## config.mk

```make
export PLATFORM = sky130hd
export DESIGN_NAME = frame_reduce_accum
export DESIGN_NICKNAME = d
export VERILOG_FILES = /design/src/rtl/frame_reduce_pkg.sv /design/src/rtl/frame_reduce_accum_beat_reduce.sv /design/src/rtl/frame_reduce_accum.sv
export SDC_FILE = /design/constraint.sdc
export NUM_CORES = 1
export LEC_CHECK = 0
export CORE_MARGIN = 5
export CORE_UTILIZATION = 60
export CTS_BUF_LIST = sky130_fd_sc_hd__clkbuf_16
export DETAILED_ROUTE_END_ITERATION = 8
export DONT_BUFFER_PORTS = 1
export HOLD_SLACK_MARGIN = 0.08
export MAX_ROUTING_LAYER = met4
export PLACE_DENSITY = 0.76
export SLEW_MARGIN = 15
export SYNTH_ARGS = -nofsm -noshare
export SYNTH_HDL_FRONTEND = slang
export SYNTH_HIERARCHICAL = 1
export SYNTH_SLANG_ARGS = --single-unit
export TNS_END_PERCENT = 20
```

## constraint.sdc

```tcl
create_clock -name clk -period 2.1 [get_ports clk]
set_clock_uncertainty 0.2 [all_clocks]
set_input_delay 0.42 -clock clk [delete_from_list [all_inputs] [get_ports clk]]
set_output_delay 0.42 -clock clk [all_outputs]
set_load 0.02 [all_outputs]
```

## src/rtl/frame_reduce_pkg.sv

```systemverilog
`default_nettype none
// ============================================================================
// Module  : frame_reduce_pkg
// Brief   : Shared types and constants for the frame reduction accumulator.
// Revision: 1.0
// ============================================================================
package frame_reduce_pkg;

    typedef enum logic [0:0] {
        ACCUM = 1'b0,
        FULL  = 1'b1
    } state_e;

    localparam logic C_AND_INIT = 1'b1;

    // col_xor is WIDTH-dependent, so it lives beside this struct in the top.
    typedef struct packed {
        logic and_b;
        logic nand_b;
        logic or_b;
        logic nor_b;
        logic xor_b;
        logic xnor_b;
        logic perr;
    } res_flags_t;

endpackage : frame_reduce_pkg
`default_nettype wire

```

## src/rtl/frame_reduce_accum_beat_reduce.sv

```systemverilog
`default_nettype none
// ============================================================================
// Module  : beat_reduce
// Brief   : Combinational per-word AND / OR / XOR reduction of one input beat.
// Revision: 1.0
// ============================================================================
module beat_reduce #(
    parameter int WIDTH = 4
) (
    input  logic [WIDTH-1:0] data_i,
    output logic             and_o,
    output logic             or_o,
    output logic             xor_o
);

    assign and_o = &data_i;
    assign or_o  = |data_i;
    assign xor_o = ^data_i;

endmodule : beat_reduce
`default_nettype wire

```

## src/rtl/frame_reduce_accum.sv

```systemverilog
`default_nettype none
// ============================================================================
// Module  : frame_reduce_accum
// Brief   : Groups FRAME_LEN input beats into a frame and emits registered
//           AND/NAND/OR/NOR/XOR/XNOR flags plus a column XOR per frame.
//           Optional macro PARITY_CHECK_EN enables the frame parity compare.
// Revision: 1.0
// ============================================================================
module frame_reduce_accum
    import frame_reduce_pkg::*;
#(
    parameter int WIDTH     = 4,
    parameter int FRAME_LEN = 4
) (
    input  logic             clk,
    input  logic             rst,
    input  logic [WIDTH-1:0] in_data,
    input  logic             in_valid,
    output logic             in_ready,
    input  logic             in_par,
    output logic             out_valid,
    input  logic             out_ready,
    output logic             out_and,
    output logic             out_nand,
    output logic             out_or,
    output logic             out_nor,
    output logic             out_xor,
    output logic             out_xnor,
    output logic [WIDTH-1:0] out_col_xor,
    output logic             parity_err
);

    localparam int              CNT_W      = $clog2(FRAME_LEN + 1);
    localparam logic [CNT_W-1:0] C_CNT_LAST = CNT_W'(FRAME_LEN - 1);
    localparam logic [CNT_W-1:0] C_CNT_ONE  = CNT_W'(1);

    state_e           state_q, state_d;
    logic [CNT_W-1:0] beat_cnt_q, beat_cnt_d;
    logic             acc_and_q, acc_and_d;
    logic             acc_or_q, acc_or_d;
    logic [WIDTH-1:0] acc_col_q, acc_col_d;
    res_flags_t       res_q, res_d;
    logic [WIDTH-1:0] res_col_q, res_col_d;

    logic w_red_and, w_red_or, w_red_xor;
    logic w_accept, w_last, w_out_valid, w_frame_xor, w_perr;

    beat_reduce #(
        .WIDTH (WIDTH)
    ) u_beat_reduce (
        .data_i (in_data),
        .and_o  (w_red_and),
        .or_o   (w_red_or),
        .xor_o  (w_red_xor)
    );

    assign w_out_valid = (state_q == FULL);
    assign in_ready    = !rst && (!w_out_valid || out_ready);
    assign w_accept    = in_valid && in_ready;
    assign w_last      = w_accept && (beat_cnt_q == C_CNT_LAST);
    assign w_frame_xor = (^acc_col_q) ^ w_red_xor;

`ifdef PARITY_CHECK_EN
    assign w_perr = (w_frame_xor != in_par);
`else
    logic w_unused_par;
    assign w_unused_par = in_par;
    assign w_perr       = 1'b0;
`endif

    always_comb begin
        state_d    = state_q;
        beat_cnt_d = beat_cnt_q;
        acc_and_d  = acc_and_q;
        acc_or_d   = acc_or_q;
        acc_col_d  = acc_col_q;
        res_d      = res_q;
        res_col_d  = res_col_q;

        if (w_accept) begin
            if (w_last) begin
                res_d.and_b  = acc_and_q & w_red_and;
                res_d.nand_b = ~(acc_and_q & w_red_and);
                res_d.or_b   = acc_or_q | w_red_or;
                res_d.nor_b  = ~(acc_or_q | w_red_or);
                res_d.xor_b  = w_frame_xor;
                res_d.xnor_b = ~w_frame_xor;
                res_d.perr   = w_perr;
                res_col_d    = acc_col_q ^ in_data;
                acc_and_d    = C_AND_INIT;
                acc_or_d     = 1'b0;
                acc_col_d    = '0;
                beat_cnt_d   = '0;
            end else begin
                acc_and_d  = acc_and_q & w_red_and;
                acc_or_d   = acc_or_q | w_red_or;
                acc_col_d  = acc_col_q ^ in_data;
                beat_cnt_d = beat_cnt_q + C_CNT_ONE;
            end
        end

        // A new last beat while FULL implies a drain in the same cycle.
        case (state_q)
            ACCUM: if (w_last) state_d = FULL;
            FULL: begin
                if (w_last)         state_d = FULL;
                else if (out_ready) state_d = ACCUM;
            end
            default: state_d = ACCUM;
        endcase
    end

    always_ff @(posedge clk or posedge rst) begin
        if (rst) begin
            state_q    <= ACCUM;
            beat_cnt_q <= '0;
            acc_and_q  <= C_AND_INIT;
            acc_or_q   <= 1'b0;
            acc_col_q  <= '0;
            res_q      <= '0;
            res_col_q  <= '0;
        end else begin
            state_q    <= state_d;
            beat_cnt_q <= beat_cnt_d;
            acc_and_q  <= acc_and_d;
            acc_or_q   <= acc_or_d;
            acc_col_q  <= acc_col_d;
            res_q      <= res_d;
            res_col_q  <= res_col_d;
        end
    end

    assign out_valid   = w_out_valid;
    assign out_and     = res_q.and_b;
    assign out_nand    = res_q.nand_b;
    assign out_or      = res_q.or_b;
    assign out_nor     = res_q.nor_b;
    assign out_xor     = res_q.xor_b;
    assign out_xnor    = res_q.xnor_b;
    assign out_col_xor = res_col_q;
    assign parity_err  = res_q.perr;

endmodule : frame_reduce_accum
`default_nettype wire

```

==> results of run 1 <==
## cell usage after synthesis
master | n | share of area (%)
a22o_1 | 2 | 1.6
a22o_2 | 1 | 0.91
a31oi_1 | 3 | 1.7
and2_1 | 1 | 0.57
and2b_1 | 1 | 0.68
and2b_2 | 1 | 0.80
buf_2 | 2 | 0.91
buf_4 | 2 | 1.4
buf_6 | 1 | 1.0
conb_1 | 1 | 0.34
dfrtp_1 | 19 | 43
dfstp_2 | 1 | 2.4
ha_1 | 6 | 6.8
inv_1 | 9 | 3.1
mux2_1 | 1 | 1.0
mux2_2 | 2 | 2.0
mux2_4 | 5 | 6.8
mux2i_1 | 3 | 2.7
nand2_1 | 5 | 1.7
nand2b_1 | 3 | 1.7
nand3_4 | 1 | 1.6
nor2_1 | 2 | 0.68
nor2b_1 | 5 | 2.8
nor3_1 | 1 | 0.45
o211ai_1 | 3 | 2.0
o21ai_0 | 3 | 1.4
o2bb2ai_1 | 1 | 0.80
o31ai_1 | 2 | 1.4
or2_1 | 1 | 0.57
xnor2_1 | 1 | 0.80
xnor3_1 | 1 | 2.0
xor2_1 | 5 | 4.0
## through the flow
step                hold slack, ns  instance area, µm²
finish                       0.242                1210
global route                 0.251                1210
CTS                          0.243                1210
detailed placement           0.270                1120
global placement             0.255                1120
floorplan                    0.183                1100
## power breakdown
group | switching, µW | leakage, µW | total [µW] | internal [µW]
sequential | 217 | 0.000237 | 757 | 540
clock | 133 | 0.0000385 | 386 | 253
combinational | 192 | 0.000330 | 470 | 278
## what timing repair did
item,CTS,global route
hold endpoints to repair,19,0
hold buffers,1,0
setup buffers,0,0
## critical path: cells and delay by family (launching register included)
kind | cells | cell delay (ns)
flip-flops | 1 | 0.46
AND/OR/NAND/NOR | 2 | 0.54
## sequential cells by signal, summed over array words and instances, names as in the netlist
register     cells
acc_col_q        4
out_col_xor      4
beat_cnt_q       3
acc_and_q        1
acc_or_q         1
out_and          1
out_nand         1
out_nor          1
out_or           1
out_valid        1
out_xnor         1
out_xor          1
## worst max-delay path by stage
stage	startpoint	endpoint	slack, ns	cells after the start
final	out_valid	in_ready	0.23	2
after CTS	out_valid	in_ready	0.21	2
after detailed placement	beat_cnt_q[0]	out_col_xor[1]	0.23	4
after global placement	beat_cnt_q[0]	out_col_xor[1]	0.25	4
after global routing	beat_cnt_q[0]	out_col_xor[1]	0.13	4
after floorplan	in_data[0]	out_xor	0.34	6
## area by class of cell
| cell class | instances | area [µm²] |
|---|---|---|
| Fill cell | 127 | 520 |
| Inverter | 9 | 33.8 |
| Clock buffer | 3 | 75.1 |
| Tap cell | 25 | 31.3 |
| Multi-Input combinational cell | 61 | 528 |
| Timing Repair Buffer | 4 | 32.5 |
| Sequential cell | 20 | 502 |
| Clock inverter | 1 | 3.75 |
## kinds of logic after synthesis
group	after synthesis	synth area share, %
simple gates	21	11.6
buf+inv	14	6.37
fa+ha+maj	6	6.83
mux	11	12.6
flops	20	45.6
other cells	1	0.341
compound gates	15	9.78
xor+xnor	7	6.83
## per-layer routing
metal | up-vias | GRT usage (%)
met5 | - | -
met4 | 0 | 6.38
met3 | 10 | 4.56
met2 | 28 | 30.2
met1 | 345 | 19.9
li1 | 326 | -
==> impl_metrics.py, run 1 <==
metrics = {
    "outcome": {
        "status": "completed",
    },
    "routing": {
        "avgViaCountPerCell": 5.76,
        "routed.top_layer": "met4",
        "routed_wl_mm": 1.99,
        "drt-wirelength-per-cell_um": 16.2,
        "vias": 709,
        "ant_nets": 0,
        "dr_wl_met3_um": 115,
        "wl_met2_um": 974,
        "drt_iter0_markers": 11,
        "first_pass_iters": 4,
        "drc": 0,
        "met1Wirelength_um": 870,
    },
    "timing": {
        "period_needed_ns": 1.87,
        "setup_tns_ns": 0,
        "setup_viol": 0,
        "fmax_ghz": 0.534,
        "min_period_over_period_pct": 89.2,
        "rsz0062_at_grt": "false",
        "finalWorstSetupSlack_ns": 0.226,
        "slew_headroom_pct": 50.9,
        "hold_viol_final": 0,
        "tightest_slew_ns": 0.735,
        "final_max_slew_viol_count": 0,
    },
    "worst_setup_path": {
        "regToRegEndpoint": "out_col_xor[1]",
        "rrSetupSlack_ns": 0.23,
        "critPathKind": "reg2out",
        "crit_arrival_ns": 1.25,
        "r2r-start": "beat_cnt_q[0]",
        "critical-path-slowest-cell": "dfrtp_1",
        "end_kind": "output port",
        "required_ns": 1.48,
        "cpPeakStageDelay_ns": 0.46,
        "crit_chain": "nor2b_1 > nor2_1",
        "cp-start-kind": "flop",
        "r2r_cells": 4,
        "worst-path-max-fanout": 5,
    },
    "final_layout": {
        "layout_common_cells": "dfrtp_1 (19), inv_1 (9), ha_1 (6)",
        "nets": 114,
        "final_common_cell": "dfrtp_1",
        "syn_to_final_growth_pct": 9.67,
        "final_cell_count_no_fill": 123,
        "postLayoutCoreUtil_pct": 69.9,
        "num_antenna_cells": 0,
        "drive_above_1_share_pct": 17.3,
    },
    "min_path": {
        "hold_path_depth": 2,
        "hold_class": "in2reg",
        "min_from": "in_data[1]",
        "min_to": "acc_col_q[1]",
    },
    "synth": {
        "synth-warning-count": 6,
        "synth_nets": 110,
        "ys_types": 32,
        "syn_avg_cell_area_um2": 11.6,
        "yosysSeqAreaShare_pct": 45.6,
        "yosys_register_bits": 20,
        "syn_inst": 95,
        "synth_area_um2": 1100,
    },
    "cts": {
        "cts.sinks": 20,
        "clk_pin_slew_worst_paths_ns": 0.06,
        "cts_buffers": 3,
        "cts-resized-gates": 0,
        "h-tree-depth": 1,
        "cts_root_buffer": "clkbuf_16",
        "cts_tree": "built",
        "clk_latency_ns": 0.25,
        "clock_path_buffers": 2,
    },
    "power": {
        "total_power_uw": 1610,
        "powerDensity_nw_per_um2": 1340,
        "leakagePower_uw": 0.000606,
        "peakVddDrop_mv": 0.839,
    },
    "global_routing": {
        "antenna_found_initial": 0,
        "grtUsageTotal_pct": 17.7,
        "grt_first_pass_wirelength_mm": 3.46,
        "grt_pass1_vias": 738,
        "grt_max_degree": 21,
        "overflow": 0,
    },
    "placed_design": {
        "post-place-ws_ns": 0.232,
        "routabilityCongestion": 0.751,
        "port_buffers": 0,
        "dp_hpwl_mm": 1.35,
        "place_inst": 118,
    },
    "die": {
        "chipWidth_um": 52.8,
        "rows": 15,
        "core_um2": 1730,
        "initial_utilization_pct": 63.7,
        "dieArea_um2": 2790,
        "boundaryPins": 22,
        "dieHeight_um": 52.8,
    },
    "flow_run": {
        "maxCapViolCount": 0,
    },
}
Note: power is estimated with default switching activity, not from simulation.
==> run 2: changes to the inputs <==
--- a/config.mk
+++ b/config.mk
@@ -13,7 +13,7 @@
 export HOLD_SLACK_MARGIN = 0.08
 export MAX_ROUTING_LAYER = met4
 export PLACE_DENSITY = 0.76
-export SLEW_MARGIN = 15
+export SLEW_MARGIN = 20
 export SYNTH_ARGS = -nofsm -noshare
 export SYNTH_HDL_FRONTEND = slang
 export SYNTH_HIERARCHICAL = 1
==> results of run 2 <==
The final DEF is identical to that of run 1; final timing and power are the same.
==> run 3: changes to the inputs <==
--- a/config.mk
+++ b/config.mk
@@ -13,6 +13,7 @@
 export HOLD_SLACK_MARGIN = 0.08
 export MAX_ROUTING_LAYER = met4
 export PLACE_DENSITY = 0.76
+export RECOVER_POWER = 25
 export SLEW_MARGIN = 20
 export SYNTH_ARGS = -nofsm -noshare
 export SYNTH_HDL_FRONTEND = slang
==> run 3 against run 2 <==
Worst hold slack unchanged. Worst setup slack unchanged. Global-route usage did not move. Combinational power about the same. Cell area down 0.31%. Via count is the same. Non-clock buffer count is the same. Critical path depth is the same. Routed wire length fell by 0.10%.
==> impl_metrics.py, run 3 (synthesized netlist as in run 1, its figures left out) <==
metrics = {
    "power": {
        "total_power_uw": 1610,
        "powerDensity_nw_per_um2": 1340,
        "peakVddDrop_mv": 0.839,
        "leakagePower_uw": 0.000603,
    },
    "worst_setup_path": {
        "endpoint": "in_ready",
        "crit_chain": "nor2b_1 > nor2_1",
        "cp_top_family": "simple AND/OR/NAND/NOR gates",
        "cp-startpoint": "out_valid",
        "crit_arrival_ns": 1.25,
        "cpPeakStageDelay_ns": 0.46,
        "critPathKind": "reg2out",
        "r2r_cells": 4,
        "required_ns": 1.48,
        "rrSetupSlack_ns": 0.23,
        "crit_buf_inv": 0,
        "worst-path-max-fanout": 5,
        "cp-start-kind": "flop",
        "regToRegEndpoint": "out_col_xor[1]",
        "r2r-start": "beat_cnt_q[0]",
        "path_depth": 2,
        "end_kind": "output port",
        "critical-path-slowest-cell": "dfrtp_1",
    },
    "timing": {
        "min_period_over_period_pct": 89.2,
        "setup_tns_ns": 0,
        "period_needed_ns": 1.87,
        "worst_hold_slack_ns": 0.242,
        "setup_viol": 0,
        "fmax_ghz": 0.534,
        "final_max_slew_viol_count": 0,
        "hold_viol_final": 0,
        "rsz0062_at_grt": "false",
        "slew_headroom_pct": 50.9,
        "tightest_slew_ns": 0.735,
    },
    "cts": {
        "cts.sinks": 20,
        "cts_tree": "built",
        "clk_latency_ns": 0.25,
        "cts_root_buffer": "clkbuf_16",
        "clk_pin_slew_worst_paths_ns": 0.06,
        "h-tree-depth": 1,
        "cts_buffers": 3,
        "clock_path_buffers": 2,
    },
    "die": {
        "boundaryPins": 22,
        "initial_utilization_pct": 63.7,
        "core_um2": 1730,
        "dieArea_um2": 2790,
        "chipWidth_um": 52.8,
        "rows": 15,
        "dieHeight_um": 52.8,
    },
    "global_routing": {
        "overflow": 0,
        "grt_first_pass_wirelength_mm": 3.46,
        "grtUsageTotal_pct": 17.7,
        "grt_pass1_vias": 738,
        "antenna_found_initial": 0,
        "grt_max_degree": 21,
    },
    "routing": {
        "drt_iter0_markers": 11,
        "ant_nets": 0,
        "routed_wl_mm": 1.99,
        "avgViaCountPerCell": 5.76,
        "drc": 0,
        "drt-wirelength-per-cell_um": 16.2,
        "vias": 709,
        "first_pass_iters": 4,
    },
    "placed_design": {
        "place_inst": 118,
        "routabilityCongestion": 0.751,
        "port_buffers": 0,
        "dp_hpwl_mm": 1.35,
    },
    "final_layout": {
        "syn_to_final_growth_pct": 9.33,
        "nets": 114,
        "drive_above_1_share_pct": 16.3,
        "layout_common_cells": "dfrtp_1 (19), inv_1 (9), ha_1 (6)",
        "final_cell_count_no_fill": 123,
        "final_common_cell": "dfrtp_1",
        "num_antenna_cells": 0,
    },
    "min_path": {
        "hold_class": "in2reg",
        "min_from": "in_data[1]",
    },
    "flow_run": {
        "maxCapViolCount": 0,
    },
    "outcome": {
        "status": "completed",
    },
}
-- run 3: where the power goes --
| part | switching (µW) | internal [µW] | leakage [µW] |
|---|---|---|---|
| clock | 133 | 253 | 0.0000385 |
| sequential | 217 | 540 | 0.000237 |
| combinational | 192 | 277 | 0.000327 |
| total | 541 | 1070 | 0.000603 |
-- run 3: worst min-delay path by stage --
stage | cells after the start | to | slack, ns
after floorplan | 1 | acc_col_q[0] | 0.18
after global placement | 2 | acc_and_q | 0.26
after detailed placement | 2 | acc_and_q | 0.27
after CTS | 2 | acc_col_q[0] | 0.24
after global routing | 2 | acc_col_q[0] | 0.25
final | 2 | acc_col_q[1] | 0.24
-- run 3: area by class of cell --
class	instances	area (µm²)
clock buffers	3	75.1
well taps	25	31.3
flip-flops and latches	20	502
clock inverters	1	3.75
inverters	9	33.8
fillers	129	524
multi-input cells	61	528
repair buffers	4	28.8
-- run 3: what timing repair did --
action,CTS,global route
buffers inserted,0,0
hold endpoints to repair,19,0
hold buffers,1,0
gates resized for setup,0,0
-- run 3: per-stage QoR --
step / setup slack [ns] / utilization (%) / area [µm²]
3_3_place_gp: 0.245 / 64.7 / 1120
5_1_grt: 0.127 / 69.6 / 1200
2_1_floorplan: 0.339 / - / 1100
4_1_cts: 0.215 / 69.9 / 1210
6_report: 0.226 / 69.6 / 1200
3_5_place_dp: 0.232 / 64.7 / 1120
-- run 3: layer usage --
metal,up-vias,global-route usage [%],share of wire (%)
li1,326,-,-
met1,345,19.9,44
met5,-,-,0
met4,0,6.38,1.6
met2,28,30.2,49
met3,10,4.56,5.8
